$ cat src/rtl/linear_layer_i4xi4_q_srl_fifo.sv
// Shift-register FIFO with first-word fall-through output and registered status flags.
// Define LINEAR_LAYER_SRL_FIFO_ERR_FLAG_EN to build the sticky overflow/underflow flags.
module linear_layer_i4xi4_q_srl_fifo #(
  parameter int DATA_WIDTH = 32,
  parameter int ADDR_WIDTH = 4,
  parameter int DEPTH      = 16,
  parameter int AF_MARGIN  = 2
) (
  input  logic                  clk,
  input  logic                  reset,
  input  logic                  if_write_ce,
  input  logic                  if_write,
  input  logic [DATA_WIDTH-1:0] if_din,
  output logic                  if_full_n,
  output logic                  if_almost_full_n,
  input  logic                  if_read_ce,
  input  logic                  if_read,
  output logic [DATA_WIDTH-1:0] if_dout,
  output logic                  if_empty_n,
  output logic [ADDR_WIDTH:0]   if_count,
  output logic                  err_overflow,
  output logic                  err_underflow
);

  localparam logic [ADDR_WIDTH:0]   CNT_ONE  = (ADDR_WIDTH+1)'(1);
  localparam logic [ADDR_WIDTH:0]   CNT_FULL = (ADDR_WIDTH+1)'(DEPTH);
  localparam logic [ADDR_WIDTH:0]   CNT_AF   = (ADDR_WIDTH+1)'(DEPTH - AF_MARGIN);
  localparam logic [ADDR_WIDTH-1:0] HD_ONE   = ADDR_WIDTH'(1);

  logic [DATA_WIDTH-1:0] mem [DEPTH];
  logic [ADDR_WIDTH:0]   count, count_nxt;
  // head tracks count-1 so the output mux needs no subtractor
  logic [ADDR_WIDTH-1:0] head, head_nxt;
  logic                  full_n, almost_full_n, empty_n;
  logic                  wr, rd;

  assign wr = if_write_ce & if_write & full_n & ~reset;
  assign rd = if_read_ce & if_read & empty_n & ~reset;

  always_comb begin
    count_nxt = count;
    head_nxt  = head;
    if (wr && !rd) begin
      count_nxt = count + CNT_ONE;
      head_nxt  = head + HD_ONE;
    end else if (rd && !wr) begin
      count_nxt = count - CNT_ONE;
      head_nxt  = head - HD_ONE;
    end
  end

  always_ff @(posedge clk) begin
    if (reset) begin
      count         <= '0;
      head          <= '1;
      full_n        <= 1'b1;
      almost_full_n <= 1'b1;
      empty_n       <= 1'b0;
    end else begin
      count         <= count_nxt;
      head          <= head_nxt;
      full_n        <= (count_nxt != CNT_FULL);
      almost_full_n <= (count_nxt < CNT_AF);
      empty_n       <= (count_nxt != '0);
    end
  end

  // storage carries no reset so it maps onto shift-register primitives
  always_ff @(posedge clk) begin
    if (wr) begin
      mem[0] <= if_din;
      for (int i = 1; i < DEPTH; i++) mem[i] <= mem[i-1];
    end
  end

  assign if_dout          = mem[head];
  assign if_count         = count;
  assign if_full_n        = full_n;
  assign if_almost_full_n = almost_full_n;
  assign if_empty_n       = empty_n;

`ifdef LINEAR_LAYER_SRL_FIFO_ERR_FLAG_EN
  logic ovf_q, unf_q;

  always_ff @(posedge clk) begin
    if (reset) begin
      ovf_q <= 1'b0;
      unf_q <= 1'b0;
    end else begin
      if (if_write_ce & if_write & ~full_n) ovf_q <= 1'b1;
      if (if_read_ce & if_read & ~empty_n)  unf_q <= 1'b1;
    end
  end

  assign err_overflow  = ovf_q;
  assign err_underflow = unf_q;
`else
  assign err_overflow  = 1'b0;
  assign err_underflow = 1'b0;
`endif

endmodule
$ cat config.mk
export PLATFORM = sky130hd
export DESIGN_NAME = linear_layer_i4xi4_q_srl_fifo
export DESIGN_NICKNAME = d
export VERILOG_FILES = /design/src/rtl/linear_layer_i4xi4_q_srl_fifo.sv
export SDC_FILE = /design/constraint.sdc
export NUM_CORES = 1
export LEC_CHECK = 0
export BUFFER_PORTS_ARGS = -buffer_cell sky130_fd_sc_hd__buf_4
export CORE_UTILIZATION = 38
export DETAILED_ROUTE_END_ITERATION = 6
export HOLD_SLACK_MARGIN = 0.08
export MAX_ROUTING_LAYER = met4
export PLACE_DENSITY = 0.61
export RECOVER_POWER = 25
export SETUP_SLACK_MARGIN = 0.05
export SLEW_MARGIN = 30
export SYNTH_ARGS = -nofsm -noshare
export SYNTH_HDL_FRONTEND = slang
export SYNTH_SLANG_ARGS = --single-unit
$ cat constraint.sdc
create_clock -name clk -period 20.5 [get_ports clk]
set_input_delay 2.05 -clock clk [delete_from_list [all_inputs] [get_ports clk]]
set_output_delay 2.05 -clock clk [all_outputs]
set_load 0.05 [all_outputs]
==> results of run 1 <==
power by group through the flow:
stage	Sequential, uW	Clock [uW]	Combinational (uW)
after floorplan	1260	0	135
after global placement	1250	0	172
after detailed placement	1250	0	173
after CTS	1230	959	173
after global routing	1230	997	187
final	1230	927	175
logic make-up after synthesis:
family	Yosys count	synth area share, %
flip-flops	528	77.94
other	1	0.01862
buffers and inverters	48	1.448
AND/OR/NAND/NOR	31	0.9010
XOR/XNOR	5	0.2175
adder cells (fa/ha/maj)	7	0.4349
AO/OA/AOI/OAI	17	0.5966
multiplexers	162	18.44
sequential cells by signal, indices dropped and copies added, names as in the netlist, named ones only:
name              flops
if_count              5
head                  4
if_almost_full_n      1
if_empty_n            1
mem                 512
if_full_n             1
worst max-delay path by stage:
stage / end / cells after the start
after floorplan: flip-flop / 10
after global placement: mem[5][19] / 7
after detailed placement: mem[15][19] / 7
after CTS: if_dout[15] / 4
after global routing: if_dout[15] / 5
final: if_dout[12] / 5
area by class of cell:
type / instances / share of cell area [%]
tap: 688 / 3.716
sequential: 528 / 67.80
clock buffer: 71 / 6.331
clock inverter: 30 / 0.9183
timing repair buffer: 89 / 3.122
multi-input combinational: 224 / 17.93
inverter: 9 / 0.1783
through the flow:
step	power, uW	hold slack (ps)	std cells	setup WS, ps	instance area [sq um]
floorplan	1395	417.2	800	5282	20140
global placement	1425	423.2	1536	14060	21410
finish	2328	430.3	1639	14860	23160
detailed placement	1427	422.6	1536	13910	21420
global route	2414	443.5	1639	14600	23160
CTS	2365	427.1	1637	14470	23100
metal layers:
metal,vias to the layer above,share of wire [%],track usage (%)
li1,3707,-,-
met1,4587,48,18.80
met4,0,2.0,4.338
met3,47,4.6,2.566
met2,182,46,17.84
met5,-,0,-
cells in the final DEF, fill, tap and decap left out, drive strengths merged, types with 2 or more instances in the layout:
cell,Yosys,final
nand4,4,4
mux2i,2,2
nand3b,3,3
clkinvlp,0,2
conb,1,2
nand2,6,6
dfxtp,16,16
a21oi,4,4
a2111oi,2,2
xnor2,3,3
nor2,5,5
a31o,2,2
nand2b,3,3
o22ai,2,2
mux4,160,160
o211ai,2,2
clkinv,0,25
bufinv,0,2
xor2,2,2
and2,3,3
inv,9,10
buf,20,89
ha,7,7
edfxtp,512,512
clkbuf,19,71
==> impl_metrics.ini, run 1 <==
[worst_hold_path]
hold_start = mem[1][5]
whs_path_depth = 0
min_path_type = flip-flop to flip-flop
hold-path-endpoint = mem[2][5]

[setup_path]
timing.critical_path.required_ps = 18450
cp_cell_sequence = buf_16 > buf_4 > mux4_1 > mux4_2 > buf_4
setup.worst_path.class = flip-flop to primary output
setup.reg_to_reg.worst_slack_ps = 16620
start_kind = flip-flop
cp.buffers_inverters = 3
rr_startpoint = if_full_n
worst_r2r_endpoint = mem[4][22]
max_stage_delay_ps = 740
crit_slowest_cell = buf_4
timing.critical_path.mode_cell = buf_4
timing.critical_path.arrival_ps = 3590
timing.critical_path.max_delay_family = buffers and inverters
path_max_fanout = 44
worst_setup_path_end_kind = primary output
worst_r2r_path_depth = 5

[synth]
ys.flop_type = edfxtp_1
ys_seq_area_share_pct = 77.94
synth.cell_area_sq_um = 20140
synth_seq_cells = 528
avgSynthCellArea_sq_um = 25.20
post_synth_main_area_contributors = edfxtp_1, mux4_2, mux4_1
synth.yosys.warnings = 0
post_synth_most_frequent_cells = edfxtp_1, mux4_2, mux4_1, clkbuf_1, dfxtp_1
post-synth-top-area-fraction_pct = 76.35
synth_top_cell_by_area = edfxtp_1
synth.most_common_cell = edfxtp_1
synthesis.instances = 799
synth_cell_type_count = 39
synth_enable_flop_cells = 512
ys_async_sr_fraction_pct = 0

[pwr]
power.share.combinational_pct = 7.5
max-vdd-ir-drop_mv = 0.06238
pleak_uw = 0.007626
power_dens_cells_nw_per_um2 = 100.5
clock_power_share_pct = 39.8
p_int_uw = 1816
sw_frac_of_total_pct = 21.99
power.net_switching_uw = 512.0
seqPwrFrac_pct = 52.7

[sta]
fmax_mhz = 177.4
slew_headroom_pct = 39.19
clock_skews_ps = 23.10
finalMaxSlewViolations = 0
period_share_pct = 27.49
final.setup.tns_ps = 0
tightestPinTransition_ps = 912.2
min_period_ps = 5636
grt_setup_unrepaired = no
hold_viol = 0
setup_viol = 0

[clocking]
clk_transition_reported_paths_ps = 60
cts.htree.levels = 2
clock_sinks = 528
hold_fix_buffer_count_after_cts = 0
post_cts.resized_instances = 0
worst_skew_pair.late_latency_ps = 590
post_cts.repair.setup_buffers = 0
clock_tree.buffer_depth = 3
cts-buffers-inserted = 54
clock_tree.root_cell = clkbuf_16
tritoncts = done

[place]
globalplace.congestion = 0.7270
port_buffers = 77
dpl_wire_length_um = 17050

[detailed_routing]
route.detailed.drc = 0
via_count = 8523
first_iter_violations = 770
routed_wirelength_um = 32580
drt_pre_antenna_iters = 5
via_per_inst = 5.200
routed_antenna_nets = 0
avgRoutedWirePerCell_um = 19.88

[grt]
first_global_vias = 8951
antenna_violations_before_repair = 0
track_usage_pct = 12.83
overflow = 0
global_route_wire_length_before_repair_um = 52040
grt_max_degree = 129

[die]
chip_width_um = 232.2
placeableCoreArea_sq_um = 52450
boundaryPins = 80
die_height_um = 232.2
core.rowCount = 84
effective_utilization_at_floorplan_pct = 38.40
dieArea_sq_um = 53920

[layout]
diodes = 0
layout.core_utilization_pct = 44.17
num-nets-final = 951
fraction_of_final_layout_cells_with_drive_strength_greater_than_1_pct = 32.18
ff_latch_area_sq_um = 15710
multi_input_comb_area_sq_um = 4154
n_fill_cell = 4386
area_delta_synth_final_pct = 15.03

[status]
outcome = complete, no violations

[run]
max_cap_viol_count = 0
(Power assumes the default switching activity.)
==> inputs of run 2 (changes only) <==
==> constraint.sdc (replaced) <==
create_clock -name clk -period 5.9 [get_ports clk]
set_input_delay 0.59 -clock clk [delete_from_list [all_inputs] [get_ports clk]]
set_output_delay 0.59 -clock clk [all_outputs]
set_load 0.05 [all_outputs]
==> run 2 against run 1 <==
Compared with the run above:
- critical path depth did not move
- register-to-register slack worse by 14000 ps
- clock power grew to 3.6 times the previous value
- via count fell by 0.68%
- global-route usage is 0.087 points higher
==> impl_metrics.ini, run 2 (same netlist as run 1, synthesis figures left out) <==
[detailed_routing]
via_count = 8465
drt_pre_antenna_iters = 5
avgRoutedWirePerCell_um = 20.07
routed_wirelength_um = 32980
via_per_inst = 5.152
routed_antenna_nets = 0
route.detailed.drc = 0
first_iter_violations = 725

[die]
die_height_um = 232.2
chip_width_um = 232.2
boundaryPins = 80
dieArea_sq_um = 53920
effective_utilization_at_floorplan_pct = 38.40
core.rowCount = 84
placeableCoreArea_sq_um = 52450

[run]
max_cap_viol_count = 0

[grt]
grt_max_degree = 203
antenna_violations_before_repair = 1
first_global_vias = 8822
track_usage_pct = 12.91
global_route_wire_length_before_repair_um = 52340
overflow = 0

[setup_path]
max_stage_delay_ps = 590
timing.critical_path.max_delay_family = multiplexers
setup.worst_path.class = flip-flop to primary output
timing.critical_path.mode_cell = buf_4
timing.critical_path.arrival_ps = 3200
crit_slowest_cell = mux4_1
path_max_fanout = 30
timing.critical_path.required_ps = 5310
worst_setup_path_end_kind = primary output
start_kind = flip-flop
cp.buffers_inverters = 3
cp_cell_sequence = buf_16 > buf_4 > mux4_1 > mux4_2 > buf_4

[clocking]
post_cts.repair.setup_buffers = 0
cts-buffers-inserted = 54
clock_tree.root_cell = clkbuf_16
clk_transition_reported_paths_ps = 60
worst_skew_pair.late_latency_ps = 600
post_cts.resized_instances = 0
clock_sinks = 528
cts.htree.levels = 2
hold_fix_buffer_count_after_cts = 0
tritoncts = done
clock_tree.buffer_depth = 3

[status]
outcome = complete, no violations

[sta]
grt_setup_unrepaired = no
tightestPinTransition_ps = 921.9
clock_skews_ps = 14.24
hold_ws_ps = 187.4
hold_viol = 0
fmax_mhz = 263.9
slew_headroom_pct = 38.41
setup_viol = 0
final_critical_path_setup_slack_ps = 2111
min_period_ps = 3789
period_share_pct = 64.22
final.setup.tns_ps = 0
finalMaxSlewViolations = 0

[layout]
area_delta_synth_final_pct = 15.96
regMostFlops = mem
n_fill_cell = 4321
most-common-layout-cells = edfxtp_1, mux4_2, clkbuf_16
fraction_of_final_layout_cells_with_drive_strength_greater_than_1_pct = 33.44
largest_register_ffs = 512
layout.core_utilization_pct = 44.52
final_common_cell = edfxtp_1
num-nets-final = 953

[place]
globalplace.congestion = 0.7292
port_buffers = 77
dpl_wire_length_um = 17280
worst_setup_slack_before_clock_tree_synthesis_ps = 2285

[pwr]
max-vdd-ir-drop_mv = 0.2186
power_dens_cells_nw_per_um2 = 352.9
pleak_uw = 0.007676

[worst_hold_path]
min_path_type = input port to flip-flop
## run 2: cell types whose count changed in the layout (fill, tap and decap cells not counted), moves of 3 or more
cell | before | now
clkinv_2 | 8 | 11
clkbuf_4 | 0 | 30
buf_6 | 4 | 1
bufinv_16 | 2 | 5
buf_4 | 83 | 52
clkinvlp_4 | 2 | 5
buf_12 | 0 | 3
## run 2: area by class of cell
cell class / count / area [sq um] / share of cell area, %
diodes: 1 / 2.502 / 0.01072
clock buffers: 65 / 1424 / 6.098
clock inverters: 37 / 320.3 / 1.372
inverters: 9 / 42.54 / 0.1822
multi-input cells: 224 / 4218 / 18.06
flip-flops and latches: 528 / 15710 / 67.26
well taps: 688 / 860.8 / 3.687
repair buffers: 91 / 777.0 / 3.328
## run 2: layer usage
| metal | vias to the layer above | routed length (um) | track usage [%] |
|---|---|---|---|
| met3 | 64 | 1653 | 3.021 |
| met5 | - | 0 | - |
| met2 | 187 | 14570 | 17.33 |
| li1 | 3719 | - | - |
| met1 | 4495 | 15960 | 19.25 |
| met4 | 0 | 796 | 4.235 |
## run 2: final timing paths
kind,from,end,slack [ps],cells after the start
max,flip-flop,if_dout[27],2110,5
min,if_din[10],mem[0][10],190,1
max reg2reg,if_full_n,if_empty_n,2810,7
min reg2reg,mem[14][14],mem[15][14],430,0
## run 2: worst register-to-register path, delay by kind of cell, from the launching register on
kind                     cells  cell delay (ps)
AO/OA/AOI/OAI                3              760
adder cells (fa/ha/maj)      1              670
buffers and inverters        1              750
flip-flops                   1              320
AND/OR/NAND/NOR              2              460
## run 2: per-stage QoR
stage / instances / area (sq um) / total power, uW
floorplan: 800 / 20240 / 4836
global placement: 1537 / 21520 / 4961
detailed placement: 1538 / 21550 / 4969
CTS: 1640 / 23300 / 8379
global route: 1643 / 23350 / 8546
finish: 1643 / 23350 / 8241
## run 2: power breakdown
group | internal [uW] | switching (uW) | leakage (uW)
registers | 4210 | 62.1 | 0.00483
logic | 276 | 334 | 0.00200
clock network | 1940 | 1420 | 0.000848
==> inputs of run 3 (changes only) <==
--- a/config.mk
+++ b/config.mk
@@ -10,7 +10,7 @@
 export DETAILED_ROUTE_END_ITERATION = 6
 export HOLD_SLACK_MARGIN = 0.08
 export MAX_ROUTING_LAYER = met4
-export PLACE_DENSITY = 0.61
+export PLACE_DENSITY = 0.63
 export RECOVER_POWER = 25
 export SETUP_SLACK_MARGIN = 0.05
 export SLEW_MARGIN = 30
==> constraint.sdc (replaced) <==
create_clock -name clk -period 3.1 [get_ports clk]
set_input_delay 0.31 -clock clk [delete_from_list [all_inputs] [get_ports clk]]
set_output_delay 0.31 -clock clk [all_outputs]
set_load 0.05 [all_outputs]
==> run 3 against run 2 <==
Compared with the run above:
- flip-flop and latch count is the same
- cell area up 2.4%
- global-route usage rose by 0.47 points
- utilization is 1.1 points higher
==> impl_metrics.ini, run 3 (same netlist as run 1, synthesis figures left out) <==
[layout]
area_delta_synth_final_pct = 18.70
largest_register_ffs = 512
fraction_of_final_layout_cells_with_drive_strength_greater_than_1_pct = 32.73
diodes = 0
regMostFlops = mem
n_fill_cell = 4308
final_common_cell = edfxtp_1
num-nets-final = 1000
most-common-layout-cells = edfxtp_1, mux4_2, clkbuf_16

[sta]
finalMaxSlewViolations = 0
tightestPinTransition_ps = 757.6
min_period_ps = 2992
fmax_mhz = 334.2
hold_viol = 0
slew_headroom_pct = 49.50
setup_viol = 0
period_share_pct = 96.53
final.setup.tns_ps = 0
clock_skews_ps = 9.686
final_critical_path_setup_slack_ps = 107.6
grt_setup_unrepaired = yes

[die]
effective_utilization_at_floorplan_pct = 38.40
boundaryPins = 80
chip_width_um = 232.2
core.rowCount = 84
placeableCoreArea_sq_um = 52450
dieArea_sq_um = 53920
die_height_um = 232.2

[pwr]
power_dens_cells_nw_per_um2 = 654.9
max-vdd-ir-drop_mv = 0.3989
pleak_uw = 0.007931

[detailed_routing]
via_per_inst = 5.194
drt_pre_antenna_iters = 4
first_iter_violations = 753
routed_wirelength_um = 34150
via_count = 8747
routed_antenna_nets = 0
avgRoutedWirePerCell_um = 20.28
route.detailed.drc = 0

[grt]
grt_max_degree = 145
track_usage_pct = 13.39
overflow = 0
global_route_wire_length_before_repair_um = 54650
antenna_violations_before_repair = 0
first_global_vias = 9197

[setup_path]
setup.worst_path.class = flip-flop to primary output
start_kind = flip-flop
timing.critical_path.required_ps = 2790
worst_setup_path_end_kind = primary output
path_max_fanout = 10
timing.critical_path.arrival_ps = 2680

[clocking]
cts-buffers-inserted = 55
clock_tree.root_cell = clkbuf_16
tritoncts = done
cts.htree.levels = 2
worst_skew_pair.late_latency_ps = 580
clock_tree.buffer_depth = 3
clock_sinks = 528
clk_transition_reported_paths_ps = 60

[worst_hold_path]
min_path_type = flip-flop to flip-flop

[place]
port_buffers = 77
worst_setup_slack_before_clock_tree_synthesis_ps = 489.6
globalplace.congestion = 0.7371
dpl_wire_length_um = 17770

[run]
max_cap_viol_count = 0

[status]
outcome = complete, no violations
==> run 3: timing repair <==
| item | in CTS | in global routing |
|---|---|---|
| hold buffers | 33 | 0 |
| gates resized for setup | 10 | 3 |
| cloned | 3 | 1 |
| endpoints found under the hold margin | 45 | 0 |
| buffers inserted | 2 | 3 |
| endpoints found under the setup margin | 23 | 20 |
==> run 3: critical path, stage by stage (launching register included) <==
cell       delay, ps
dfxtp_4          440
buf_12           170
bufbuf_16        300
mux4_2           510
mux4_2           490
buf_6            170
==> run 3: final timing paths <==
check                           cells past startpoint    endpoint  slack, ps  startpoint
worst max-delay path                                5  if_dout[6]        110   flip-flop
worst max register to register                      4  mem[9][17]        690   if_full_n
worst min register to register                      0   mem[7][0]        440   mem[6][0]
worst min-delay path                                0   mem[7][0]        440   mem[6][0]
==> run 3: report_power, final <==
part	switching [uW]	internal (uW)	total (uW)
clock network	2640	3600	6240
logic	682	621	1300
registers	102	8010	8110
total	3430	12200	15700
==> run 3: stage by stage <==
step / util (%) / hold slack (ps) / instances / power [uW] / instance area (sq um)
floorplan: - / 408.9 / 800 / 9203 / 20240
global placement: 41.36 / 423.3 / 1544 / 9468 / 21690
detailed placement: 41.36 / 428.1 / 1544 / 9484 / 21690
CTS: 45.47 / 395.8 / 1680 / 15880 / 23850
global route: 45.57 / 435.6 / 1684 / 16250 / 23900
finish: 45.57 / 438.2 / 1684 / 15650 / 23900
==> run 3: per-layer routing <==
| layer | routed length, um | track usage [%] |
|---|---|---|
| met5 | 0 | - |
| met4 | 755 | 3.886 |
| met3 | 1615 | 3.070 |
| met2 | 15310 | 18.28 |
| met1 | 16470 | 19.92 |
==> run 3: cell type report <==
| type | instances | area, sq um | share of cell area [%] |
|---|---|---|---|
| flip-flops and latches | 528 | 15710 | 65.71 |
| multi-input cells | 224 | 4214 | 17.63 |
| clock buffers | 72 | 1483 | 6.203 |
| repair buffers | 137 | 1389 | 5.811 |
| well taps | 688 | 860.8 | 3.602 |
| clock inverters | 26 | 206.4 | 0.8637 |
| inverters | 9 | 42.54 | 0.1780 |
